<file path="config.mk">
export PLATFORM = sky130hd
export DESIGN_NAME = cr_clic_req_ctrl
export DESIGN_NICKNAME = d
export VERILOG_FILES = /design/src/rtl/cr_clic_req_ctrl.sv
export SDC_FILE = /design/constraint.sdc
export NUM_CORES = 1
export LEC_CHECK = 0
export BUFFER_PORTS_ARGS = -buffer_cell sky130_fd_sc_hd__buf_2
export CORE_UTILIZATION = 54
export DETAILED_ROUTE_END_ITERATION = 16
export PLACE_DENSITY = 0.95
export SYNTH_ARGS = -nofsm -noshare
export SYNTH_HDL_FRONTEND = slang
export SYNTH_SLANG_ARGS = --single-unit
</file>
<file path="constraint.sdc">
create_clock -name out_clk -period 4.7 [get_ports out_clk]
set_input_delay 0.94 -clock out_clk [delete_from_list [all_inputs] [get_ports out_clk]]
set_output_delay 0.94 -clock out_clk [all_outputs]
set_load 0.05 [all_outputs]
</file>
<file path="src/rtl/cr_clic_req_ctrl.sv">
// CLIC request controller: qualifies the arbiter winner against threshold/current level,
// presents it to the CPU and issues a pending-clear on ack. Optional macro: CLIC_REQ_CTRL_SAMPLE_EN.
//   state  | meaning
//   IDLE   | nothing presented, waiting for an eligible winner
//   SAMPLE | winner captured, waiting for it to be stable for one more cycle (macro only)
//   PEND   | interrupt presented to CPU (vld high)
//   ACK    | CPU took it; clear pulse issued, holding off for ACK_HOLD cycles
module cr_clic_req_ctrl #(
  parameter int ID_WIDTH = 12,
  parameter int ACK_HOLD = 2
) (
  input  logic                out_clk,
  input  logic                cpurst_b,
  input  logic                arb_ctrl_int_req,
  input  logic [ID_WIDTH-1:0] arb_ctrl_int_id,
  input  logic [7:0]          arb_ctrl_int_il,
  input  logic                arb_ctrl_int_hv,
  input  logic                arb_ctrl_int_mode,
  input  logic [7:0]          cpu_clic_mintthresh,
  input  logic [7:0]          cpu_clic_cur_il,
  input  logic                cpu_clic_int_ack,
  output logic                clic_cpu_int_vld,
  output logic [ID_WIDTH-1:0] clic_cpu_int_id,
  output logic [7:0]          clic_cpu_int_il,
  output logic                clic_cpu_int_hv,
  output logic                clic_cpu_int_mode,
  output logic                clic_kid_clr_vld,
  output logic [ID_WIDTH-1:0] clic_kid_clr_id,
  output logic                out_clk_en
);

  localparam logic [1:0] ST_IDLE   = 2'd0;
`ifdef CLIC_REQ_CTRL_SAMPLE_EN
  localparam logic [1:0] ST_SAMPLE = 2'd1;
`endif
  localparam logic [1:0] ST_PEND   = 2'd2;
  localparam logic [1:0] ST_ACK    = 2'd3;

  logic [1:0]          state_q, state_d;
  logic [1:0]          cnt_q, cnt_d;
  logic                vld_q, vld_d;
  logic [ID_WIDTH-1:0] id_q, id_d;
  logic [7:0]          il_q, il_d;
  logic                hv_q, hv_d;
  logic                mode_q, mode_d;
  logic                clr_vld_q, clr_vld_d;
  logic [ID_WIDTH-1:0] clr_id_q, clr_id_d;
  logic [7:0]          thresh;
  logic                eligible;
  logic                capture;

  assign thresh   = (cpu_clic_mintthresh > cpu_clic_cur_il) ? cpu_clic_mintthresh : cpu_clic_cur_il;
  assign eligible = arb_ctrl_int_req && (arb_ctrl_int_il != 8'd0) && (arb_ctrl_int_il > thresh);

  always_comb begin
    state_d   = state_q;
    cnt_d     = cnt_q;
    clr_vld_d = 1'b0;
    clr_id_d  = clr_id_q;
    capture   = 1'b0;
    case (state_q)
      ST_IDLE: begin
        if (eligible) begin
          capture = 1'b1;
`ifdef CLIC_REQ_CTRL_SAMPLE_EN
          state_d = ST_SAMPLE;
`else
          state_d = ST_PEND;
`endif
        end
      end
`ifdef CLIC_REQ_CTRL_SAMPLE_EN
      ST_SAMPLE: begin
        if (!eligible)                   state_d = ST_IDLE;
        else if (arb_ctrl_int_id == id_q) state_d = ST_PEND;
        else                             capture = 1'b1;
      end
`endif
      ST_PEND: begin
        // ack has priority over withdrawal/preemption: the presented ID is what gets cleared
        if (cpu_clic_int_ack) begin
          state_d   = ST_ACK;
          clr_vld_d = 1'b1;
          clr_id_d  = id_q;
          cnt_d     = 2'(ACK_HOLD - 1);
        end else if (!eligible) begin
          state_d = ST_IDLE;
        end else if ((arb_ctrl_int_id != id_q) || (arb_ctrl_int_il != il_q)) begin
          capture = 1'b1;
        end
      end
      ST_ACK: begin
        if (cnt_q == 2'd0) state_d = ST_IDLE;
        else               cnt_d   = cnt_q - 2'd1;
      end
      default: state_d = ST_IDLE;
    endcase

    id_d   = capture ? arb_ctrl_int_id   : id_q;
    il_d   = capture ? arb_ctrl_int_il   : il_q;
    hv_d   = capture ? arb_ctrl_int_hv   : hv_q;
    mode_d = capture ? arb_ctrl_int_mode : mode_q;
    vld_d  = (state_d == ST_PEND);
  end

  always_ff @(posedge out_clk or negedge cpurst_b) begin
    if (!cpurst_b) begin
      state_q   <= ST_IDLE;
      cnt_q     <= 2'd0;
      vld_q     <= 1'b0;
      id_q      <= '0;
      il_q      <= 8'd0;
      hv_q      <= 1'b0;
      mode_q    <= 1'b0;
      clr_vld_q <= 1'b0;
      clr_id_q  <= '0;
    end else begin
      state_q   <= state_d;
      cnt_q     <= cnt_d;
      vld_q     <= vld_d;
      id_q      <= id_d;
      il_q      <= il_d;
      hv_q      <= hv_d;
      mode_q    <= mode_d;
      clr_vld_q <= clr_vld_d;
      clr_id_q  <= clr_id_d;
    end
  end

  assign clic_cpu_int_vld  = vld_q;
  assign clic_cpu_int_id   = id_q;
  assign clic_cpu_int_il   = il_q;
  assign clic_cpu_int_hv   = hv_q;
  assign clic_cpu_int_mode = mode_q;
  assign clic_kid_clr_vld  = clr_vld_q;
  assign clic_kid_clr_id   = clr_id_q;
  assign out_clk_en        = (state_q != ST_IDLE) || arb_ctrl_int_req;

endmodule

</file>
==> flow_summary.json <==
{
  "grt_first_pass_wirelength_um": 8300,
  "avgRoutedWirePerCell_um": 16.2,
  "met1_length_um": 2020,
  "avgViaCountPerCell": 5.57,
  "gp_congestion": 0.913,
  "post-cts-setup-buffers": 0,
  "met2RoutedLength_um": 2770,
  "crit_path_start": "cpu_clic_cur_il[1]",
  "mostFrequentLayoutCells": "sky130_fd_sc_hd__buf_2, sky130_fd_sc_hd__dfrtp_1, sky130_fd_sc_hd__mux2_4",
  "layout_commonest_cell": "sky130_fd_sc_hd__buf_2",
  "syn-num-nets": 243,
  "synthToLayoutAreaGrowth_pct": 24.5,
  "report.final.setup_viol": 0,
  "synth_top_family_by_area": "multiplexers",
  "clock-root-buffer": "sky130_fd_sc_hd__clkbuf_8",
  "timing.max_cap.violations": 0,
  "post-route-min-period_ps": 3970,
  "drv_slew": 0,
  "detailroute.wirelength.met3_um": 260,
  "synth_ff_type": "sky130_fd_sc_hd__dfrtp_1",
  "cp-end-kind": "flop",
  "dp_cells": 312,
  "ff2ff_setup_slack_ps": 2560,
  "grt_max_degree": 41,
  "final_util_pct": 70.6,
  "crit_path_start_kind": "primary input",
  "post_cts_resized": 0,
  "max-vdd-ir-drop_mv": 0.542,
  "postSynthRegisterBits": 40,
  "initial_utilization_pct": 56.7,
  "synth_xor_xnor_area_share_pct": 7.62,
  "slew-limit-headroom_pct": 42.6,
  "std_cell_rows": 23,
  "via_count": 1781,
  "synth-seq-area-share_pct": 43.5,
  "post_synth_num_cell_types": 33,
  "synth_simple_gate_area_share_pct": 7.45,
  "result_of_the_run": "completed",
  "final_hold_viol_count": 0,
  "die_width_um": 67.3,
  "cts_tree": "built",
  "ios": 79,
  "grt.overflow.total": 0,
  "clock_latency_ps": 290,
  "antenna-diode-count": 0,
  "power_per_cell_area_mw_per_mm2": 749,
  "timing.critical_path.cells": "buf_2 > inv_1 > ha_1 > nor2b_1 > o21ai_0 > a21oi_1 > o21bai_1 > a21oi_2 > buf_4 > mux2i_1 > ha_1 > nand4b_1 > a31oi_1 > a211o_1 > o211ai_1 > nor3_4 > buf_4 > mux2_2",
  "grt.total_usage_pct": 25.4,
  "vertical_extent_of_the_die_um": 67.3,
  "critPathKind": "primary input to flop",
  "synth_compound_area_share_pct": 5.44,
  "syn_avg_cell_area_um2": 12.5,
  "cts_max_path_buffers": 2,
  "final_cells": 320,
  "first_global_vias": 1766,
  "worstSetupEndpoint": "clic_cpu_int_id[7]",
  "static_power_due_to_leakage_uw": 0.00145,
  "worst_setup_hold_path_clk_slew_ps": 80,
  "async_flop_share_pct": 100,
  "wl_um": 5200,
  "grt_antenna_before_repair": 0,
  "route.detailed.drc": 0,
  "place_worst_setup_slack_ps": 441,
  "postCtsHoldBufs": 0,
  "drt.antenna.violating_nets": 0,
  "r2r-start": "clic_cpu_int_il[0]",
  "final.fill_count": 288,
  "worst-path-max-fanout": 11,
  "detailedRoute.firstPassIterationCount": 4,
  "slowest_delay_ps": 370,
  "clkSinkCount": 40,
  "place.port_buffers": 78,
  "cts_buffers": 5,
  "detailed_place_hpwl_um": 3990,
  "required_ps": 4870,
  "design_area_final_mm2": 0.00286,
  "synth-adder-area-share_pct": 9.25,
  "floorplan.core_area_mm2": 0.00406,
  "finClkSkew_ps": 8.99,
  "final_layout_size_suffix_gt1_share_pct": 46.7,
  "yosysWarnings": 0,
  "worst_slack_ps": 729,
  "cp.arrival_ps": 4140,
  "finalCritPeriodShare_pct": 84.5,
  "clock_tree.htree_level_count": 2,
  "instance_count_of_the_mapped_netlist": 184,
  "syn-cell-area_mm2": 0.00230,
  "worst-slew-pin-transition_ps": 861,
  "synth.area.mux_share_pct": 23.4,
  "tns_ps": 0,
  "grt_setup_unrepaired": "no",
  "placedInstanceArea_mm2": 0.00276,
  "r2r_cells": 7,
  "nets": 328,
  "min_path_type": "flop to flop",
  "floorplan.die_area_mm2": 0.00452,
  "critical_path.reg2reg.endpoint": "clic_cpu_int_il[2]",
  "top_layer_used": "met4",
  "number_of_enable_type_register_cells_in_the_synthesized_netlist": 0,
  "f_max_mhz": 252,
  "dr.first_iter.drc_count": 76,
  "cp_slowest_cell": "sky130_fd_sc_hd__mux2_2"
}
==> through the flow <==
stage          hold slack (ps)  power, uW
3_3_place_gp               482       1830
4_1_cts                    509       2150
5_1_grt                    534       2260
6_report                   507       2150
2_1_floorplan              496       1580
3_5_place_dp               491       1870
==> critical path, delay by kind of cell <==
family          cells  cell delay, ps
fa+ha+maj           2             610
compound gates      7             990
buf+inv             4             620
simple gates        3             510
mux                 2             470
==> cell usage after synthesis, types with 4 or more instances <==
library cell              number  area share (%)
sky130_fd_sc_hd__nand2_1       5            0.82
sky130_fd_sc_hd__nand3_1       4            0.87
sky130_fd_sc_hd__nand4_1       5             1.4
sky130_fd_sc_hd__mux2i_1       7             3.0
sky130_fd_sc_hd__mux2_2       15             7.3
sky130_fd_sc_hd__xor2_1        8             3.0
sky130_fd_sc_hd__a21oi_1       6             1.3
sky130_fd_sc_hd__ha_1         17             9.2
sky130_fd_sc_hd__o21ai_0       5             1.1
sky130_fd_sc_hd__inv_1        13             2.1
sky130_fd_sc_hd__nor4_1        4             1.1
sky130_fd_sc_hd__xnor2_1      12             4.6
sky130_fd_sc_hd__mux2_4       20              13
sky130_fd_sc_hd__dfrtp_1      40              44
==> report_power, final <==
| group | switching, uW | leakage [uW] | internal (uW) |
|---|---|---|---|
| clock | 115 | 0.0000552 | 158 |
| combinational | 808 | 0.000918 | 408 |
| sequential | 146 | 0.000480 | 510 |
==> registers in the layout (all words and copies together), names as in the netlist <==
name / flops
clic_cpu_int_id: 12
clic_kid_clr_id: 12
clic_cpu_int_il: 8
cnt_q: 2
state_q: 2
clic_cpu_int_hv: 1
clic_cpu_int_mode: 1
clic_cpu_int_vld: 1
clic_kid_clr_vld: 1
==> area by class of cell <==
class | instances | area [um2] | share of cell area (%)
tap | 50 | 62.6 | 2.19
clock buffer | 6 | 72.6 | 2.53
timing repair buffer | 81 | 413 | 14.4
inverter | 13 | 48.8 | 1.70
multi-input combinational | 128 | 1230 | 43.0
sequential | 40 | 1000 | 35.0
clock inverter | 2 | 35.0 | 1.22
==> metal layers <==
layer / vias to the layer above / track usage, %
met5: - / 0
met4: 0 / 11.7
met3: 15 / 6.42
met2: 62 / 43.1
met1: 875 / 30.0
li1: 829 / -
==> cells by family (layout without fill, tap and decap cells) <==
group,after synthesis,in the layout
DFF,40,40
xor gates and xnor gates,20,20
AOI/OAI and AO/OA,20,20
adders and majority gates,17,17
and+or+nand+nor,29,29
muxes,42,42
buffers and inverters,16,102
==> worst min-delay path by stage <==
stage / depth (start not counted) / slack, ps / startpoint / to
floorplan: 1 / 500 / cnt_q[1] / cnt_q[1]
global placement: 1 / 480 / clic_kid_clr_id[0] / clic_kid_clr_id[0]
detailed placement: 1 / 490 / clic_kid_clr_id[0] / clic_kid_clr_id[0]
CTS: 1 / 510 / clic_kid_clr_id[0] / clic_kid_clr_id[0]
global route: 1 / 530 / clic_kid_clr_id[5] / clic_kid_clr_id[5]
finish: 1 / 510 / clic_kid_clr_id[0] / clic_kid_clr_id[0]
Note: power is estimated with default switching activity, not from simulation.
